==> src/rtl/rv32i_boot_loader_pkg.sv <==
// Shared types and defaults for the RV32I serial boot loader.
// The state enum is used by both the loader FSM and anything that decodes its status.
package rv32i_boot_pkg;

    typedef enum logic [2:0] {
        IDLE,
        LEN0,
        LEN1,
        DATA,
        CSUM,
        RELEASE,
        RUN,
        ERROR
    } boot_state_t;

    localparam logic [7:0] SYNC_BYTE_DEF = 8'hA5;
    localparam int         RST_HOLD_DEF  = 4;

endpackage

==> src/rtl/rv32i_boot_loader_word_assembler.sv <==
// Packs a little-endian byte stream into 32-bit words.
// word_valid pulses combinationally with the 4th byte, so the word is ready on that same transfer.
module rv32i_word_assembler (
    input  logic        clk,
    input  logic        rst_n,
    input  logic        clear,
    input  logic        byte_valid,
    input  logic [7:0]  byte_data,
    output logic        word_valid,
    output logic [31:0] word
);

    logic [1:0]  byte_cnt;
    logic [31:0] shift_reg;

    // Each new byte enters at the top, so after four bytes the first one sits in [7:0].
    always_ff @(posedge clk) begin
        if (!rst_n || clear) begin
            byte_cnt  <= '0;
            shift_reg <= '0;
        end else if (byte_valid) begin
            byte_cnt  <= byte_cnt + 2'd1;
            shift_reg <= {byte_data, shift_reg[31:8]};
        end
    end

    assign word_valid = byte_valid && (byte_cnt == 2'd3);
    assign word       = {byte_data, shift_reg[31:8]};

endmodule

==> src/rtl/rv32i_boot_loader.sv <==
// Framed serial program loader: SYNC, LEN (words, LE), payload words (LE bytes), 8-bit sum.
// Writes IMEM word by word and holds the core in reset until the checksum verifies.
module rv32i_boot_loader
    import rv32i_boot_pkg::*;
#(
    parameter int         IMEM_DEPTH = 2048,
    parameter int         ADDR_W     = 11,
    parameter logic [7:0] SYNC_BYTE  = SYNC_BYTE_DEF,
    parameter int         RST_HOLD   = RST_HOLD_DEF
) (
    input  logic              pad_clk,
    input  logic              pad_rst_n,
    input  logic              rx_valid,
    input  logic [7:0]        rx_data,
    output logic              rx_ready,
    output logic              imem_we,
    output logic [ADDR_W-1:0] imem_addr,
    output logic [31:0]       imem_wdata,
    output logic              core_rst_n,
    output logic              load_busy,
    output logic              load_done,
    output logic              load_err
);

    localparam int HOLD_W = (RST_HOLD > 1) ? $clog2(RST_HOLD) : 1;

    boot_state_t       state;
    boot_state_t       next_state;

    logic              xfer;
    logic              is_sync;
    logic [7:0]        len_lo;
    logic [15:0]       len;
    logic [15:0]       full_len;
    logic              len_bad;
    logic [ADDR_W-1:0] word_idx;
    logic              last_word;
    logic [7:0]        csum;
    logic [HOLD_W-1:0] hold_cnt;
    logic              hold_done;
    logic              asm_clear;
    logic              asm_valid;
    logic              word_valid;
    logic [31:0]       word;

    assign xfer      = rx_valid && rx_ready;
    assign is_sync   = (rx_data == SYNC_BYTE);
    assign full_len  = {rx_data, len_lo};
    assign len_bad   = (full_len == 16'd0) || (full_len > 16'(IMEM_DEPTH));
    assign last_word = ({{(16 - ADDR_W){1'b0}}, word_idx} == (len - 16'd1));
    assign hold_done = (hold_cnt == HOLD_W'(RST_HOLD - 1));

    // The assembler restarts at every fresh payload and whenever a resync abandons a bad frame.
    assign asm_clear = xfer && (((state == LEN1) && !len_bad) || ((state == ERROR) && is_sync));
    assign asm_valid = xfer && (state == DATA);

    rv32i_word_assembler u_word_assembler (
        .clk        (pad_clk),
        .rst_n      (pad_rst_n),
        .clear      (asm_clear),
        .byte_valid (asm_valid),
        .byte_data  (rx_data),
        .word_valid (word_valid),
        .word       (word)
    );

    always_ff @(posedge pad_clk) begin
        if (!pad_rst_n) begin
            state <= IDLE;
        end else begin
            state <= next_state;
        end
    end

    always_comb begin
        next_state = state;
        rx_ready   = 1'b1;
        load_busy  = 1'b0;
        load_err   = 1'b0;
        case (state)
            IDLE: begin
                if (xfer && is_sync) next_state = LEN0;
            end
            LEN0: begin
                load_busy = 1'b1;
                if (xfer) next_state = LEN1;
            end
            LEN1: begin
                load_busy = 1'b1;
                if (xfer) next_state = len_bad ? ERROR : DATA;
            end
            DATA: begin
                load_busy = 1'b1;
                if (word_valid && last_word) next_state = CSUM;
            end
            CSUM: begin
                load_busy = 1'b1;
                if (xfer) next_state = (rx_data == csum) ? RELEASE : ERROR;
            end
            RELEASE: begin
                load_busy = 1'b1;
                rx_ready  = 1'b0;
                if (hold_done) next_state = RUN;
            end
            RUN: begin
                rx_ready = 1'b0;
            end
            ERROR: begin
                load_err = 1'b1;
                if (xfer && is_sync) next_state = LEN0;
            end
            default: begin
                next_state = IDLE;
            end
        endcase
    end

    // The IMEM port is a registered one-cycle pulse; it never back-pressures the byte stream.
    always_ff @(posedge pad_clk) begin
        if (!pad_rst_n) begin
            imem_we    <= 1'b0;
            imem_addr  <= '0;
            imem_wdata <= '0;
            core_rst_n <= 1'b0;
            load_done  <= 1'b0;
            len_lo     <= '0;
            len        <= '0;
            word_idx   <= '0;
            csum       <= '0;
            hold_cnt   <= '0;
        end else begin
            imem_we    <= 1'b0;
            core_rst_n <= (next_state == RUN);
            load_done  <= (next_state == RUN);

            if (xfer && (state == LEN0)) begin
                len_lo <= rx_data;
            end

            if (asm_clear) begin
                word_idx <= '0;
                csum     <= '0;
                if (state == LEN1) len <= full_len;
            end

            if (asm_valid) begin
                csum <= csum + rx_data;
            end

            // Holding the index on the final word keeps the address from ever wrapping past LEN-1.
            if (word_valid) begin
                imem_we    <= 1'b1;
                imem_addr  <= word_idx;
                imem_wdata <= word;
                if (!last_word) word_idx <= word_idx + 1'b1;
            end

            if (xfer && (state == CSUM)) begin
                hold_cnt <= '0;
            end else if (state == RELEASE) begin
                hold_cnt <= hold_cnt + 1'b1;
            end
        end
    end

endmodule
==> config.mk <==
export PLATFORM = sky130hd
export DESIGN_NAME = rv32i_boot_loader
export DESIGN_NICKNAME = d
export VERILOG_FILES = /design/src/rtl/rv32i_boot_loader_pkg.sv /design/src/rtl/rv32i_boot_loader_word_assembler.sv /design/src/rtl/rv32i_boot_loader.sv
export SDC_FILE = /design/constraint.sdc
export NUM_CORES = 1
export LEC_CHECK = 0
export CAP_MARGIN = 10
export CORE_ASPECT_RATIO = 1.1
export CORE_MARGIN = 1.5
export CORE_UTILIZATION = 34
export CTS_CLUSTER_DIAMETER = 120
export DETAILED_ROUTE_END_ITERATION = 7
export HOLD_SLACK_MARGIN = 0.1
export PLACE_DENSITY_LB_ADDON = 0.2
export SLEW_MARGIN = 40
export SYNTH_ARGS = -nofsm -noshare
export SYNTH_HDL_FRONTEND = slang
export SYNTH_SLANG_ARGS = --single-unit
==> constraint.sdc <==
create_clock -name pad_clk -period 4.1 [get_ports pad_clk]
set_input_delay 0.82 -clock pad_clk [delete_from_list [all_inputs] [get_ports pad_clk]]
set_output_delay 0.82 -clock pad_clk [all_outputs]
set_load 0.03 [all_outputs]
==> metrics, run 1 <==
synth warn 0; sequential share of the synthesized area 0.449; flops & latches, synth 119; layout cell share with drive strength beyond 1 0.0848; vias approximately 4800; Fill cells 1520; CP peak stage delay approximately 0.58 ns; Slew Limit Headroom 0.564; Remaining Overflow, GRT 0; initial core utilization 0.349; critical path type primary input to flip-flop; post-synth design cell area 5300 µm²; unique cell type count in the Yosys netlist 63; routability cong. about 0.86; period utilization 0.815; crit path time final 3.34 ns; area delta synth->final 26.3%; asr flop ratio synth 0; Leakage Power between 0.002 and 0.0025 µW; WHS 0.450 ns; flip-flop count of the largest register, all copies and words added 32; TritonCTS buffer count 17; 1st-pass router iterations 4; unrepaired setup endpoints after global routing no; clk_skew 0.0193 ns; Worst VDD drop 0.346 mV; Critical R2R Launch len[0]$_SDFFE_PN0P_; most frequent cell on the critical path or4_1; worst hold start imem_wdata[24]$_SDFFE_PN0P_; worst slew pin tran 0.651 ns; Multi-input gate area 2710 µm²; Max Cap Viol 0; Iteration-0 DRC Markers approximately 300; Post-synth EDFFs 0; Max stage delay cell, worst path or4_1; CTS max path bufs 2; CP Cell Sequence clkdlybuf4s50_1 -> or4_1 -> or4_1 -> nand4_2 -> o21ai_1 -> nor2_1 -> and3_2 -> o31a_1; fin nets 730; num ports 60; number of global-route vias before repair 4554; post-cts resize count 0; final-report setup violation count 0; Routed Antenna Nets 0; routed len/inst 14.9 µm; initial antenna violation count 0; port buffer count between 50 and 60; first-pass GRT wire length 22.6 mm; Total Wirelength between 10 and 15 mm; syn nets 680; DR vias/cell around 5.2; Avg Cell Area, Syn 8.07 µm²; Worst Path Max Fanout 11; Final Hold Fails 0; power density cells around 440 nW/µm²; setup TNS 0 ns; Clock Latency Late Sink ~0.42 ns; CP required roughly 4.5 ns; CTS clk-pin slew, worst paths 0.05 ns; CTS tree yes; number of diodes 0; largest net degree at the start of global routing 49; register cell area after layout approximately 2400 µm²; crit end category flip-flop; Std-Cell Rows 47; max-slew violation count 0; chip height ~130 µm; Sink Count 119; number of remaining DRC errors 0; Hold WC Path Type flip-flop to flip-flop; H-tree Lvls 4; Syn Inst Count 657; Critical Path Start Type primary input; width of the die 122 µm; Hold Buf Count CTS 0; CP Data Arrival Time approximately 3.7 ns; fmax ~300 MHz; outcome finished clean; clock root cell clkbuf_16; Total GRT Usage 0.177; ys flop type dfxtp_1; CP startpoint rx_data[0]; core box area 15200 µm²; DIE AREA 16400 µm²; setup bufs post-CTS 0; placed wire-length estimate around 9.6 mm
## cell usage after synthesis (2+ instances only)
master | count | area, µm²
o2111ai_1 | 3 | 26.3
buf_6 | 3 | 33.8
o31ai_1 | 7 | 52.6
nor2b_1 | 4 | 25.0
nand3b_1 | 3 | 22.5
o22ai_1 | 2 | 12.5
or3b_2 | 2 | 17.5
a31oi_1 | 2 | 12.5
dfxtp_1 | 119 | 2380
and3_1 | 7 | 43.8
xor2_1 | 6 | 52.6
a21o_1 | 2 | 15.0
or2_2 | 2 | 12.5
mux2i_1 | 16 | 160
or4_4 | 2 | 22.5
xnor2_1 | 11 | 96.3
o21ai_0 | 9 | 45.0
buf_2 | 2 | 10.0
buf_4 | 2 | 15.0
ha_1 | 11 | 138
and2_1 | 4 | 25.0
nor2_1 | 45 | 169
or3_1 | 3 | 18.8
o311ai_0 | 4 | 35.0
nand2_1 | 177 | 664
nand2b_1 | 9 | 56.3
inv_1 | 5 | 18.8
o21bai_1 | 2 | 15.0
nand3_1 | 11 | 55.1
a21oi_1 | 88 | 440
nand4_1 | 2 | 12.5
or4_1 | 6 | 45.0
clkbuf_1 | 35 | 131
nor3_1 | 8 | 40.0
a211oi_1 | 2 | 15.0
nor4_1 | 6 | 37.5
o211ai_1 | 3 | 22.5
a22oi_1 | 7 | 52.6
## through the flow
step,utilization,power [µW],setup WS [ns],instances,area [µm²]
after floorplan,-,1330,1.05,657,5300
after global placement,0.399,1390,0.369,884,6060
after detailed placement,0.399,1390,0.295,884,6060
after CTS,0.441,3000,0.727,915,6700
after global routing,0.441,3070,0.479,915,6700
final,0.441,2960,0.759,915,6700
## placed cells by master, fill, tap and decap left out, drive strengths merged, types with 3 or more instances in the layout
| cell | n |
|---|---|
| mux2i | 16 |
| clkdlybuf4s50 | 59 |
| o31ai | 7 |
| clkinv | 4 |
| o311ai | 4 |
| nand4 | 3 |
| nand2b | 9 |
| a21oi | 88 |
| and3 | 8 |
| or3 | 4 |
| o2111ai | 3 |
| and2 | 4 |
| nand3b | 3 |
| nand2 | 177 |
| nand3 | 11 |
| o21ai | 10 |
| a22oi | 7 |
| bufinv | 5 |
| nor4 | 6 |
| o211ai | 3 |
| xor2 | 6 |
| dfxtp | 119 |
| inv | 7 |
| ha | 11 |
| nor2 | 46 |
| nor3 | 8 |
| or4 | 8 |
| nor2b | 4 |
| buf | 15 |
| xnor2 | 11 |
| clkbuf | 19 |
## cell type report
type                    count  share of cell area
multi-input cells         489               0.404
flip-flops and latches    119               0.356
repair buffers             74               0.105
clock buffers              19              0.0647
well taps                 196              0.0366
clock inverters            12              0.0301
inverters                   6             0.00336
## path summary, 6_finish.rpt
| check | slack, ns | end | cells past startpoint |
|---|---|---|---|
| setup / recovery | 0.76 | word_idx[9]$_SDFF_PN0_ | 8 |
| hold / removal | 0.45 | imem_wdata[24]$_SDFFE_PN0P_ | 2 |
| setup reg to reg | 0.81 | load_done$_SDFF_PN0_ | 9 |
| hold reg to reg | 0.45 | imem_wdata[24]$_SDFFE_PN0P_ | 2 |
## layer usage
metal,track usage,share of wire,wire length [µm],up-vias
met2,0.289,0.49,6710,74
met1,0.219,0.45,6180,2300
li1,-,-,-,2369
met5,0,0,0,-
met4,0.0717,0.022,297,0
met3,0.0497,0.036,489,22
## critical path: cells and delay by family
family | cells | cell delay [ns]
buffers and inverters | 1 | 0.54
AO/OA/AOI/OAI | 2 | 0.25
AND/OR/NAND/NOR | 5 | 2.09
## kinds of logic (layout without fill, tap and decap cells)
logic type / Yosys count / after routing / share of synthesized area
AND/OR/NAND/NOR: 301 / 301 / 0.257
flip-flops: 119 / 119 / 0.449
multiplexers: 17 / 17 / 0.0323
XOR/XNOR: 18 / 18 / 0.0330
AO/OA/AOI/OAI: 141 / 141 / 0.157
buffers and inverters: 49 / 111 / 0.0411
adder cells (fa/ha/maj): 12 / 12 / 0.0297
## power breakdown
part / total, µW / switching (µW) / internal (µW)
registers: 1200 / 26.4 / 1170
clock network: 1600 / 522 / 1070
logic: 170 / 107 / 63.6
total: 2960 / 655 / 2310
Note: power is estimated with default switching activity, not from simulation.
==> inputs of run 2 (changes only) <==
Clock period 4.1 ns to 2.75 ns, I/O delays scaled along.
==> run 2 against run 1 <==
Hold slack about the same. Clock power increased by 38%. Critical path type is now flip-flop to flip-flop. Sequential power grew 48%. Worst setup slack got worse by 0.74 ns. Core utilization increased by 3.1 points. Design area grew 7.0%. Register-to-register slack worse by 0.79 ns. Largest power group unchanged.
==> metrics, run 2 (synthesis gave the netlist of run 1 again) <==
worst path bufs/invs 0 (-1); unrepaired setup endpoints after global routing yes; clk_skew 0.0218 ns (+0.00252 ns); DR vias/cell 5.20 (-0.19%); number of remaining DRC errors 0 (unchanged); Hold WC Path Type flip-flop to flip-flop; initial core utilization 0.349 (unchanged); max-slew violation count 0 (unchanged); Final Hold Fails 0 (unchanged); Max Cap Viol 0 (unchanged); num ports 60 (unchanged); flip-flop count of the largest register, all copies and words added 32 (unchanged); most frequent cells in the layout nand2_1, dfxtp_1, a21oi_1; dpl cell area 6400 µm² (+5.6%); Worst Path Max Fanout 6 (-5); routed len/inst 15.7 µm (+4.7%); H-tree Lvls 4 (unchanged); first-pass GRT wire length 24.1 mm (+6.9%); commonest non-fill, non-tap cell in the layout nand2_1; WHS 0.450 ns (+0.000216 ns); Max stage delay cell, worst path or4_4; Routed Antenna Nets 0 (unchanged); final core utilization 0.472 (+0.0307); fin nets 771 (+5.6%); most frequent cell on the critical path or4_4; DIE AREA 16400 µm² (unchanged); Finished Cell Area 7160 µm² (+7.0%); width of the die 122 µm (unchanged); critical path type flip-flop to flip-flop; CP Data Arrival Time 3.03 ns (-0.68 ns); outcome finished clean; R2R Path End word_idx[9]$_SDFF_PN0_; Total Wirelength 15.0 mm (+9.4%); CTS clk-pin slew, worst paths 0.05 ns (about the same); Total Power 4290 µW (+45%); CTS tree yes; hold path depth 2 (unchanged); period utilization 0.994; Place WS -0.386 ns (-0.680 ns); worst reg-to-reg path cell count 7 (-2); Worst Setup Slack, final 0.0153 ns (-0.743 ns); fmax 366 MHz; CTS max path bufs 2 (unchanged); Critical R2R Launch len[5]$_SDFFE_PN0P_; vias 4969 (+4.3%); chip height 134 µm (unchanged); Critical Path Start Type flip-flop; Iteration-0 DRC Markers 209 (-29%); worst hold start imem_addr[5]$_SDFFE_PN0P_; routability cong. 0.817 (-4.7%); crit path time final 2.73 ns; Remaining Overflow, GRT 0 (unchanged); hold worst-path end imem_addr[5]$_SDFFE_PN0P_; initial antenna violation count 0 (unchanged); Worst path depth 7 (-1); 1st-pass router iterations 5 (+1); Std-Cell Rows 47 (unchanged); core box area 15200 µm² (unchanged); setup bufs post-CTS 0 (unchanged); number of global-route vias before repair 4839 (+6.3%); CP required 3.05 ns (-1.41 ns); number of diodes 0 (unchanged); delay-heaviest family, CP simple AND/OR/NAND/NOR gates; TritonCTS buffer count 17 (unchanged); Worst VDD drop 0.399 mV (+15%); Sink Count 119 (unchanged); port buffer count 59 (unchanged); layout cell share with drive strength beyond 1 0.168 (+0.0836); worst slew pin tran 0.454 ns (-0.197 ns); reg-to-reg setup timing slack 0.02 ns (-0.79 ns); Hold Buf Count CTS 0 (unchanged); Leakage Power 0.00262 µW (+8.0%); Slew Limit Headroom 0.695 (+0.131); placed wire-length estimate 10.4 mm (+8.4%); CP Cell Sequence or4_4 -> or4_4 -> or4_4 -> nand3_4 -> o2111a_2 -> nor2_2 -> o31a_1; crit end category flip-flop; clock root cell clkbuf_16; final-report setup violation count 0 (unchanged); power density cells 600 nW/µm² (+35%); Total GRT Usage 0.190 (+0.0125); area delta synth->final 35.0%; largest net degree at the start of global routing 40 (-18%); Clock Latency Late Sink 0.42 ns (about the same); CP peak stage delay 0.55 ns (-0.03 ns)
-- run 2: cell count changes in the layout (fill, tap and decap cells not counted), sizes merged --
cell and delta:
clkinv -1, clkinvlp +2, o2111a +1, bufinv -3
buf +40, clkbuf +2
-- run 2: layout make-up --
cell class	count	area (µm²)
fill	1498	8010
multi-input combinational	490	2890
sequential	119	2390
timing repair buffer	114	1030
clock buffer	21	470
tap	196	245
clock inverter	10	121
inverter	6	22.5
-- run 2: repair_timing --
action                                  CTS  global route
gates cloned                              1             0
pin swaps                                 4             6
gates resized for setup                   9            25
endpoints found under the setup margin    9            39
-- run 2: worst reg2reg max path, stage by stage (launching register included) --
cell	delay, ns
dfxtp_1	0.31
or4_4	0.53
or4_4	0.47
or4_4	0.55
nand3_4	0.12
o2111a_2	0.31
nor2_2	0.06
o31a_1	0.29
-- run 2: per-stage QoR --
| step | setup TNS, ns | instances |
|---|---|---|
| 3_5_place_dp | -17.19 | 924 |
| 2_1_floorplan | 0 | 657 |
| 6_report | 0 | 956 |
| 3_3_place_gp | -13.94 | 924 |
| 5_1_grt | -0.236 | 956 |
| 4_1_cts | -0.000919 | 956 |
-- run 2: per-layer routing --
layer  up-vias  track usage  share of wire
met5         -            0              0
met4         0       0.0820          0.024
met3        31       0.0459          0.037
met2       113        0.321           0.50
met1      2366        0.228           0.44
li1       2459            -              -
-- run 2: where the power goes --
part	switching, µW	total (µW)	internal (µW)
clock network	798	2200	1400
registers	26.0	1770	1750
logic	198	322	124
-- run 2: worst max-delay path by stage --
stage,startpoint,to,slack (ns)
floorplan,rx_data[0],u_word_assembler.shift_reg[22]$_SDFFE_PP0P_,0.01
global placement,rx_data[0],u_word_assembler.shift_reg[15]$_SDFFE_PP0P_,-0.30
detailed placement,rx_data[0],u_word_assembler.shift_reg[13]$_SDFFE_PP0P_,-0.39
CTS,len[5]$_SDFFE_PN0P_,word_idx[9]$_SDFF_PN0_,-0.0009
global route,len[0]$_SDFFE_PN0P_,word_idx[9]$_SDFF_PN0_,-0.07
finish,len[5]$_SDFFE_PN0P_,word_idx[9]$_SDFF_PN0_,0.02
==> inputs of run 3 (changes only) <==
Settings changed: PLACE_DENSITY set to 0.61, PLACE_DENSITY_LB_ADDON 0.2 to unset.
==> run 3 against run 2 <==
Clock-buffer cell count down 2. Combinational power down 5%. Largest cell class unchanged. Register-to-register slack worse by 0.02 ns. Via count up 0.40%. Critical path depth up 1. The flow now finishes with violations (negative setup slack). Total power about the same. Die area unchanged. Sequential cell count unchanged.
==> metrics, run 3 (synthesis gave the netlist of run 1 again) <==
CTS max path bufs 2 (unchanged); worst slew pin tran 0.439 ns (-0.0152 ns); power density cells 595 nW/µm² (-0.75%); H-tree Lvls 4 (unchanged); routability cong. 0.861 (+5.4%); clk_skew 0.0106 ns (-0.0112 ns); crit path time final 2.76 ns (+0.0230 ns); fin nets 775 (+0.52%); number of global-route vias before repair 4986 (+3.0%); vias 4989 (+0.40%); core box area 15200 µm² (unchanged); most frequent cells in the layout nand2_1, dfxtp_1, a21oi_1; crit end category flip-flop; Hold Buf Count CTS 0 (unchanged); Max stage delay cell, worst path or4_4; period utilization 1.00 (+0.00836); clock root cell clkbuf_16; DR vias/cell 5.20 (about the same); placed wire-length estimate 10.3 mm (-0.96%); max-slew violation count 0 (unchanged); Std-Cell Rows 47 (unchanged); CTS clk-pin slew, worst paths 0.06 ns (about the same); Total GRT Usage 0.189 (-0.000816); initial antenna violation count 0 (unchanged); first-pass GRT wire length 24.2 mm (+0.51%); DIE AREA 16400 µm² (unchanged); Max Cap Viol 0 (unchanged); routed len/inst 15.3 µm (-2.1%); num ports 60 (unchanged); fmax 363 MHz (-0.83%); flip-flop count of the largest register, all copies and words added 32 (unchanged); failing checks negative setup slack; TritonCTS buffer count 17 (unchanged); Leakage Power 0.00266 µW (+1.3%); most frequent cell on the critical path or4_4; Iteration-0 DRC Markers 264 (+26%); CP required 3.06 ns (about the same); WHS 0.455 ns (+0.00404 ns); Final Hold Fails 0 (unchanged); Worst VDD drop 0.391 mV (-1.9%); setup TNS -0.00771 ns (-0.00771 ns); width of the die 122 µm (unchanged); initial core utilization 0.349 (unchanged); CP peak stage delay 0.54 ns (about the same); CTS tree yes; final-report setup violation count 1 (+1); largest net degree at the start of global routing 41 (+2.5%); 1st-pass router iterations 5 (unchanged); CP Cell Sequence or4_4 -> or4_4 -> or4_4 -> nand3_2 -> o2111a_2 -> buf_6 -> nor2_2 -> o31a_1; critical path type flip-flop to flip-flop; worst path bufs/invs 1 (+1); layout cell share with drive strength beyond 1 0.174 (+0.00566); Total Wirelength 14.7 mm (-1.7%); area delta synth->final 36.0%; Fill cells 1499 (+0.067%); Hold WC Path Type flip-flop to flip-flop; number of diodes 0 (unchanged); Worst Path Max Fanout 7 (+1); Slew Limit Headroom 0.705 (+0.0102); chip height 134 µm (unchanged); Remaining Overflow, GRT 0 (unchanged); Sink Count 119 (unchanged); CP Data Arrival Time 3.07 ns (+0.04 ns); outcome finished, violations left; port buffer count 59 (unchanged); delay-heaviest family, CP simple AND/OR/NAND/NOR gates; Routed Antenna Nets 0 (unchanged); Worst Setup Slack, final -0.00771 ns (-0.0230 ns); Clock Latency Late Sink 0.43 ns (about the same); commonest non-fill, non-tap cell in the layout nand2_1; unrepaired setup endpoints after global routing yes; Critical Path Start Type flip-flop; number of remaining DRC errors 0 (unchanged)
[run 3: worst paths after layout]
kind,cells past startpoint,start,slack [ns],end
min,2,imem_addr[3]$_SDFFE_PN0P_,0.45,imem_addr[3]$_SDFFE_PN0P_
max,8,len[5]$_SDFFE_PN0P_,-0.008,word_idx[9]$_SDFF_PN0_
min reg2reg,2,imem_addr[3]$_SDFFE_PN0P_,0.45,imem_addr[3]$_SDFFE_PN0P_
max reg2reg,8,len[5]$_SDFFE_PN0P_,-0.008,word_idx[9]$_SDFF_PN0_
[run 3: stage by stage]
stage / std cells / total power [µW] / setup slack, ns / area [µm²] / utilization
after floorplan: 657 / 1980 / 0.00972 / 5320 / -
after global placement: 928 / 2100 / -0.315 / 6440 / 0.425
after detailed placement: 928 / 2110 / -0.378 / 6440 / 0.425
after CTS: 960 / 4330 / -0.0678 / 7060 / 0.466
after global routing: 960 / 4420 / -0.112 / 7210 / 0.475
final: 960 / 4290 / -0.00771 / 7210 / 0.475
[run 3: worst min-delay path: stages, from the launching register on]
cell	delay [ns]
dfxtp_1	0.31
nand2_1	0.05
a21oi_1	0.05
[run 3: where the power goes]
part	internal (µW)	leakage, µW	switching, µW
registers	1750	0.000960	29.6
logic	122	0.00142	185
clock network	1360	0.000277	845
[run 3: per-layer routing]
metal | wire [µm] | vias to the layer above | track usage
li1 | - | 2461 | -
met1 | 6160 | 2375 | 0.220
met2 | 7450 | 116 | 0.319
met3 | 581 | 37 | 0.0425
met4 | 527 | 0 | 0.104
met5 | 0 | - | 0
[run 3: repair_timing]
action / CTS / global route
cloned: 0 / 0
resized for setup: 7 / 32
hold endpoints to repair: 0 / 0
setup endpoints to repair: 7 / 40
pin swaps: 6 / 10
buffers inserted: 1 / 0
[run 3: final cells by class]
type                    count  area, µm²  area share
clock buffers              19        443      0.0614
clock inverters            12        144      0.0200
inverters                   6       22.5     0.00312
multi-input cells         489       2890       0.400
flip-flops and latches    119       2380       0.331
well taps                 196        245      0.0340
repair buffers            119       1090       0.151
